==> config.mk <==
export PLATFORM = sky130hd
export DESIGN_NAME = we_spi_responder
export DESIGN_NICKNAME = d
export VERILOG_FILES = /design/src/rtl/we_spi_responder.sv
export SDC_FILE = /design/constraint.sdc
export NUM_CORES = 1
export LEC_CHECK = 0
export BUFFER_PORTS_ARGS = -buffer_cell sky130_fd_sc_hd__buf_2
export CORE_ASPECT_RATIO = 0.5
export CORE_MARGIN = 4
export CORE_UTILIZATION = 35
export CTS_CLUSTER_DIAMETER = 60
export DETAILED_ROUTE_END_ITERATION = 16
export PLACE_DENSITY = 0.63
export SKIP_LAST_GASP = 1
export SLEW_MARGIN = 30
export SYNTH_ARGS = -nofsm -noshare
export SYNTH_HDL_FRONTEND = slang
export SYNTH_SLANG_ARGS = --single-unit
==> constraint.sdc <==
create_clock -name clk -period 2.3 [get_ports clk]
set_clock_uncertainty 0.05 [all_clocks]
set_input_delay 0.345 -clock clk [delete_from_list [all_inputs] [get_ports clk]]
set_output_delay 0.345 -clock clk [all_outputs]
set_load 0.01 [all_outputs]
==> src/rtl/we_spi_responder.sv <==
// we_spi_responder: SPI frame responder sharing the master's clock.
// Accepts 40-bit config frames (spi_sel=0) and 16-bit waveform frames
// (spi_sel=1), MSB first. While a frame is shifted in, the current contents
// of the addressed register are shifted out on miso.
//
// Ports:
//   clk, rst   - system clock; synchronous active-high reset
//   spi_sel    - frame type, latched when the frame starts
//   cs_b       - active-low frame enable
//   mosi       - serial data in
//   miso       - serial readback out (0 outside a frame)
//   clk_out    - one-cycle strobe after each in-length captured bit
//   cfg_msb    - config bits [39:32]
//   cfg_lsb    - config bits [31:0]
//   cfg_valid  - one-cycle pulse on a completed config update
//   dac_word   - last accepted waveform sample
//   dac_valid  - one-cycle pulse on a completed waveform update
//   frame_err  - one-cycle pulse when a frame is rejected (short or overrun)
//   frame_cnt  - count of good frames, wraps at 16 bits
module we_spi_responder (
  input  logic        clk,
  input  logic        rst,
  input  logic        spi_sel,
  input  logic        cs_b,
  input  logic        mosi,
  output logic        miso,
  output logic        clk_out,
  output logic [7:0]  cfg_msb,
  output logic [31:0] cfg_lsb,
  output logic        cfg_valid,
  output logic [15:0] dac_word,
  output logic        dac_valid,
  output logic        frame_err,
  output logic [15:0] frame_cnt
);

  localparam int unsigned WORD_W   = 40;
  localparam int unsigned CNT_W    = 6;
  localparam int unsigned CFG_LEN  = 40;
  localparam int unsigned WAVE_LEN = 16;

  localparam logic [1:0] ST_IDLE  = 2'd0;
  localparam logic [1:0] ST_SHIFT = 2'd1;
  localparam logic [1:0] ST_END   = 2'd2;

  logic [1:0]        state;
  logic [1:0]        state_next;
  logic [CNT_W-1:0]  bit_cnt;
  logic [WORD_W-1:0] rx;
  logic [WORD_W-1:0] tx;
  logic              overrun;
  logic              frame_type;

  logic [CNT_W-1:0]  frame_len_c;
  logic              in_len_c;
  logic              good_c;
  logic [WORD_W-1:0] readback_c;

  // Frame length and acceptance follow the type latched at frame start.
  assign frame_len_c = frame_type ? CNT_W'(WAVE_LEN) : CNT_W'(CFG_LEN);
  assign in_len_c    = bit_cnt < frame_len_c;
  assign good_c      = (bit_cnt == frame_len_c) && !overrun;
  assign readback_c  = spi_sel ? {dac_word, 24'd0} : {cfg_msb, cfg_lsb};

  // tx is cleared when a frame closes, so miso reads 0 outside frames.
  assign miso = tx[WORD_W-1];

  // State register.
  always_ff @(posedge clk) begin
    if (rst) begin
      state <= ST_IDLE;
    end else begin
      state <= state_next;
    end
  end

  // Next-state logic; END always returns to IDLE after one cycle.
  always_comb begin
    state_next = state;
    case (state)
      ST_IDLE:  if (!cs_b) state_next = ST_SHIFT;
      ST_SHIFT: if (cs_b)  state_next = ST_END;
      ST_END:   state_next = ST_IDLE;
      default:  state_next = ST_IDLE;
    endcase
  end

  // Shift datapath, register updates and strobes.
  always_ff @(posedge clk) begin
    if (rst) begin
      bit_cnt    <= '0;
      rx         <= '0;
      tx         <= '0;
      overrun    <= 1'b0;
      frame_type <= 1'b0;
      cfg_msb    <= '0;
      cfg_lsb    <= '0;
      dac_word   <= '0;
      frame_cnt  <= '0;
      clk_out    <= 1'b0;
      cfg_valid  <= 1'b0;
      dac_valid  <= 1'b0;
      frame_err  <= 1'b0;
    end else begin
      clk_out   <= 1'b0;
      cfg_valid <= 1'b0;
      dac_valid <= 1'b0;
      frame_err <= 1'b0;
      case (state)
        ST_IDLE: begin
          if (!cs_b) begin
            // First edge of a frame captures bit 0 and loads the readback.
            frame_type <= spi_sel;
            rx         <= {(WORD_W-1)'(0), mosi};
            bit_cnt    <= CNT_W'(1);
            tx         <= readback_c;
            overrun    <= 1'b0;
            clk_out    <= 1'b1;
          end
        end
        ST_SHIFT: begin
          if (!cs_b) begin
            tx <= {tx[WORD_W-2:0], 1'b0};
            if (bit_cnt != '1) begin
              bit_cnt <= bit_cnt + CNT_W'(1);
            end
            if (in_len_c) begin
              rx      <= {rx[WORD_W-2:0], mosi};
              clk_out <= 1'b1;
            end else begin
              overrun <= 1'b1;
            end
          end else begin
            // Frame closes: results appear during the END cycle.
            tx <= '0;
            if (good_c) begin
              if (frame_type) begin
                dac_word  <= rx[15:0];
                dac_valid <= 1'b1;
              end else begin
                cfg_msb   <= rx[39:32];
                cfg_lsb   <= rx[31:0];
                cfg_valid <= 1'b1;
              end
              frame_cnt <= frame_cnt + 16'd1;
            end else begin
              frame_err <= 1'b1;
            end
          end
        end
        default: ;
      endcase
    end
  end

endmodule

==> impl_metrics.yaml, run 1 <==
run_status:
  outcome: "completed"
min_path:
  hold_depth: 3
  hp-start: "mosi"
  hold_path_end: "rx[0]$_SDFFE_PP0P_"
  min_path_type: "in2reg"
setup_path:
  crit_type: "reg2reg"
  required_ns: 2.60
  cp-start-kind: "register"
  arrival_ns: 2.39
  r2r-end: "frame_cnt[9]$_SDFFE_PP0P_"
  rrSetupSlack_ns: 0.21
  cp-end-kind: "register"
  reg2reg_depth: 8
  path_max_fanout: 7
  worstReg2RegStart: "frame_type$_SDFFE_PP0P_"
grt:
  overflow: 0
  grt_max_degree: 64
  grt_pass1_vias: 5902
  grt_pass1_wl_microns: 31000
  antenna_found_initial: 0
  track_usage: 0.163
timing:
  fmax_mhz: 479
  final.min_clock_period_ns: 2.09
  finalSetupViolations: 0
  hold_viol: 0
  slew_violations: 0
  fin_ws_ns: 0.211
  slew_headroom: 0.699
  worst_slew_pin_slew_ns: 0.452
  grt_setup_unrepaired: "false"
  final.period_utilization: 0.908
  hold_ws_ns: 0.175
  tns_ns: 0
yosys:
  synth_commonest_cells: "dfxtp_1, a21oi_1, o21ai_0"
  synth-edff-count: 0
  synth.largest_area_cell: "dfxtp_1"
  syn_inst: 875
  netlist_top_cells_area: "dfxtp_1, a21oi_1, mux2i_1"
  ys_ff_latch: 166
  synth-seq-area-share: 0.463
  yosysWarnings: 0
  synth-main-ff-cell: "dfxtp_1"
  synth_area_per_cell_sq_um: 8.20
  synth.distinct_cells: 46
  post-synth-top-area-fraction: 0.463
  syn_area_sq_mm: 0.00717
  synth_async_sr_flop_share: 0
  synth_fp_nets: 886
  synth_most_common_cell: "dfxtp_1"
floorplan:
  pin_count: 82
  fp.dieW_microns: 210
  dieHeight_microns: 109
  core_area_sq_mm: 0.0198
  num_rows: 36
  initial_core_util: 0.363
  die_area_sq_mm: 0.0230
cells_and_area:
  final_util: 0.426
  syn2layout_area_growth_pct: 17.5
  antennaDiodeCount: 0
  final_nets: 937
  final_area_sq_mm: 0.00842
  final_cells: 1204
  drive_above_1_share: 0.160
clock_network:
  cts_tree: "yes"
  clk_path_buf_depth: 2
  clock_sinks: 166
  cts_resized: 0
  cts_root_buf: "clkbuf_16"
  cts.clk_slew.worst_paths_ns: 0.07
  cts_htree_levels: 4
  cts_hold_buf: 0
  postCtsSetupBuffers: 0
  clkLatencyLatePin_ns: 0.41
  cts_buffers: 17
placed_design:
  dpl.hpwl_microns: 12400
  placed_cell_area_sq_mm: 0.00787
  dp.cells: 1173
  globalplace.congestion: 0.801
  post-place-ws_ns: 0.216
  io_buffers: 81
detailed_routing:
  top_layer: "met4"
  wl_per_cell_microns: 15.5
  vias: 6383
  met3_length_microns: 804
  wl_met2_microns: 8870
  wl_microns: 18700
  drt_first_iter_violations: 569
  wl_met1_microns: 8800
  viasPerCell: 5.30
  drcViolationCount: 0
  drt_pass1_iterations: 5
  final_antenna_net_count: 0
job:
  cap_violations: 0
power:
  pwr_density_cell_mw_per_mm2: 718
  p_leak_nw: 3.09
  ir_drop_mv: 0.456
  power_mw: 6.05
cell families after synthesis:
family                     synth area share
xor gates and xnor gates            0.00366
and+or+nand+nor                       0.180
adders and majority gates            0.0105
DFF                                   0.463
muxes                                0.0839
AOI/OAI and AO/OA                     0.178
buffers and inverters                0.0803
worst max-delay path: stages, from the launching register on:
cell and delay (ns):
dfxtp_1 0.39, inv_1 0.10, ha_1 0.29, and4_1 0.23
buf_4 0.15, nand4_4 0.14, buf_4 0.20, or3_1 0.34
a21oi_1 0.15
cells in the final DEF (no fill, tap or decap), types with 3 or more instances in the layout:
cell type	netlist	layout
nand3_1	24	24
clkbuf_1	57	3
o31ai_1	5	5
buf_2	12	80
nor3_1	40	40
buf_12	0	6
or4_1	5	5
clkbuf_16	0	17
o21ai_0	98	98
nand4_1	45	45
or3_1	7	7
buf_4	3	26
a211oi_1	4	4
inv_1	56	56
clkinv_4	0	3
a21oi_1	125	124
mux2i_1	59	59
and3_1	3	3
ha_1	6	6
nor2_1	93	93
dfxtp_1	166	166
inv_6	0	3
nand2_1	27	27
routing by layer:
metal | up-vias | GRT usage
met5 | - | 0
met2 | 160 | 0.273
met4 | 0 | 0.0425
met1 | 3044 | 0.218
met3 | 18 | 0.0339
li1 | 3161 | -
power by group:
group | leakage [nW] | internal (mW) | switching, mW | total, mW
Clock | 0.275 | 1.56 | 1.15 | 2.71
Combinational | 1.47 | 0.121 | 0.261 | 0.382
Sequential | 1.35 | 2.93 | 0.0317 | 2.96
Total | 3.09 | 4.61 | 1.44 | 6.05
state kept, by name, summed over array words and instances, names as in the netlist, 2 cells and up:
name	cells
rx	40
tx	40
cfg_lsb	32
dac_word	16
frame_cnt	16
cfg_msb	8
bit_cnt	6
state	2
worst max path at each step:
stage,endpoint,slack (ns),from,cells past startpoint
floorplan,cfg_lsb[27]$_SDFFE_PP0P_,0.13,frame_type$_SDFFE_PP0P_,10
global placement,frame_cnt[9]$_SDFFE_PP0P_,0.31,frame_type$_SDFFE_PP0P_,8
detailed placement,frame_cnt[14]$_SDFFE_PP0P_,0.22,frame_type$_SDFFE_PP0P_,8
CTS,frame_cnt[5]$_SDFFE_PP0P_,0.22,frame_type$_SDFFE_PP0P_,8
global route,frame_cnt[9]$_SDFFE_PP0P_,0.04,frame_type$_SDFFE_PP0P_,8
finish,frame_cnt[9]$_SDFFE_PP0P_,0.21,frame_type$_SDFFE_PP0P_,8
final cells by class:
| cell class | count | area [sq um] |
|---|---|---|
| multi-input combinational | 573 | 3290 |
| sequential | 166 | 3320 |
| timing repair buffer | 112 | 716 |
| clock buffer | 22 | 464 |
| tap | 266 | 333 |
| inverter | 56 | 210 |
| clock inverter | 9 | 92.6 |
| fill | 1942 | 11300 |
(Power assumes the default switching activity.)
==> inputs of run 2 (changes only) <==
- clock period: 2.3 -> 2.15 ns (I/O delays scaled with it)
==> run 2 against run 1 <==
  * Sequential share of layout area shrank 0.20 points
  * Fmax grew 5.5%
  * Hold slack lost 0.044 ns
  * Count of clock-buffer cells in the layout shrank 3
  * Cell count is the same
  * Critical path type unchanged
==> impl_metrics.yaml, run 2 (synthesis gave the netlist of run 1 again) <==
run_status:
  outcome: "completed"
detailed_routing:
  vias: 6404
  final_antenna_net_count: 0
  drcViolationCount: 0
  wl_microns: 19400
  wl_per_cell_microns: 16.1
  drt_pass1_iterations: 5
  viasPerCell: 5.32
  drt_first_iter_violations: 568
clock_network:
  postCtsSetupBuffers: 0
  cts.clk_slew.worst_paths_ns: 0.06
  cts_hold_buf: 0
  clock_sinks: 166
  clkLatencyLatePin_ns: 0.43
  cts_root_buf: "clkbuf_16"
  clk_path_buf_depth: 2
  cts_tree: "yes"
  cts_htree_levels: 4
  cts_resized: 0
  cts_buffers: 17
timing:
  tns_ns: 0
  final.min_clock_period_ns: 1.98
  fmax_mhz: 505
  slew_violations: 0
  grt_setup_unrepaired: "false"
  hold_viol: 0
  finalSetupViolations: 0
  worst_slew_pin_slew_ns: 0.455
  fin_ws_ns: 0.170
  slew_headroom: 0.696
  hold_ws_ns: 0.131
  final.period_utilization: 0.921
min_path:
  min_path_type: "in2reg"
  hp-start: "mosi"
  hold_path_end: "rx[0]$_SDFFE_PP0P_"
  hold_depth: 3
job:
  cap_violations: 0
setup_path:
  cp-start-kind: "register"
  path_max_fanout: 12
  path_cells: "ha_1, and4_4, nand4_1, buf_4, or4_1, a21oi_1"
  arrival_ns: 2.29
  r2r-end: "frame_cnt[14]$_SDFFE_PP0P_"
  cp_num_cells: 6
  rrSetupSlack_ns: 0.17
  path_delay_family: "simple AND/OR/NAND/NOR gates"
  cp-end-kind: "register"
  critPathBufInv: 1
  crit_type: "reg2reg"
  required_ns: 2.46
  worstReg2RegStart: "bit_cnt[5]$_SDFFE_PP0P_"
  reg2reg_depth: 6
  slowest_delay_ns: 0.39
  crit_slowest_cell: "or4_1"
cells_and_area:
  antennaDiodeCount: 0
  syn2layout_area_growth_pct: 18.1
  most-common-layout-cells: "dfxtp_1, a21oi_1, o21ai_0"
  reg_top3: "rx x40, tx x40, cfg_lsb x32"
  final_util: 0.428
  final_common_cell: "dfxtp_1"
  final_nets: 939
  final_cells: 1204
  drive_above_1_share: 0.163
  n_fill_cell: 1923
grt:
  overflow: 0
  antenna_found_initial: 0
  grt_pass1_vias: 5975
  track_usage: 0.170
  grt_pass1_wl_microns: 31800
  grt_max_degree: 74
placed_design:
  dpl.hpwl_microns: 12500
  post-place-ws_ns: 0.0264
  io_buffers: 81
  globalplace.congestion: 0.802
  dp.cells: 1175
floorplan:
  initial_core_util: 0.363
  fp.dieW_microns: 210
  dieHeight_microns: 109
  core_area_sq_mm: 0.0198
  num_rows: 36
  pin_count: 82
  die_area_sq_mm: 0.0230
power:
  pwr_density_cell_mw_per_mm2: 762
  ir_drop_mv: 0.469
  p_leak_nw: 3.10
[run 2: cell count changes in the layout (fill, tap and decap cells not counted), sizes merged]
| cell | before | now |
|---|---|---|
| clkinvlp | 0 | 2 |
| clkinv | 5 | 2 |
| inv | 59 | 61 |
| buf | 112 | 114 |
| clkbuf | 22 | 19 |
[run 2: worst register-to-register path: stages, from the launching register on]
cell	delay (ns)
dfxtp_1	0.35
ha_1	0.37
and4_4	0.30
nand4_1	0.10
buf_4	0.19
or4_1	0.40
a21oi_1	0.16
[run 2: area by class of cell]
type / instances / area, sq um / area share
flip-flops and latches: 166 / 3320 / 0.393
multi-input cells: 573 / 3290 / 0.388
repair buffers: 114 / 781 / 0.0922
clock buffers: 19 / 433 / 0.0511
well taps: 266 / 333 / 0.0393
inverters: 56 / 210 / 0.0248
clock inverters: 10 / 98.8 / 0.0117
[run 2: per-stage QoR]
step	cell area [sq um]	total power [mW]
floorplan	7170	3.53
global placement	7930	3.66
detailed placement	7930	3.67
CTS	8460	6.52
global route	8470	6.71
finish	8470	6.46
[run 2: how the worst max path moves through the flow]
| stage | to | from |
|---|---|---|
| 2_1_floorplan | cfg_lsb[27]$_SDFFE_PP0P_ | frame_type$_SDFFE_PP0P_ |
| 3_3_place_gp | cfg_lsb[21]$_SDFFE_PP0P_ | frame_type$_SDFFE_PP0P_ |
| 3_5_place_dp | cfg_msb[6]$_SDFFE_PP0P_ | frame_type$_SDFFE_PP0P_ |
| 4_1_cts | cfg_msb[6]$_SDFFE_PP0P_ | frame_type$_SDFFE_PP0P_ |
| 5_1_grt | frame_cnt[12]$_SDFFE_PP0P_ | frame_cnt[4]$_SDFFE_PP0P_ |
| 6_report | frame_cnt[14]$_SDFFE_PP0P_ | bit_cnt[5]$_SDFFE_PP0P_ |
[run 2: layer usage]
metal | share of wire | wire [microns] | global-route usage | vias up
met5 | 0 | 0 | 0 | -
met2 | 0.47 | 9060 | 0.282 | 167
met3 | 0.054 | 1050 | 0.0388 | 16
met4 | 0.011 | 205 | 0.0481 | 0
met1 | 0.47 | 9110 | 0.225 | 3065
li1 | - | - | - | 3156
[run 2: report_power, final]
group / switching [mW] / internal [mW] / total (mW) / leakage, nW
logic: 0.289 / 0.145 / 0.435 / 1.50
registers: 0.0336 / 3.13 / 3.17 / 1.35
clock network: 1.27 / 1.59 / 2.85 / 0.257
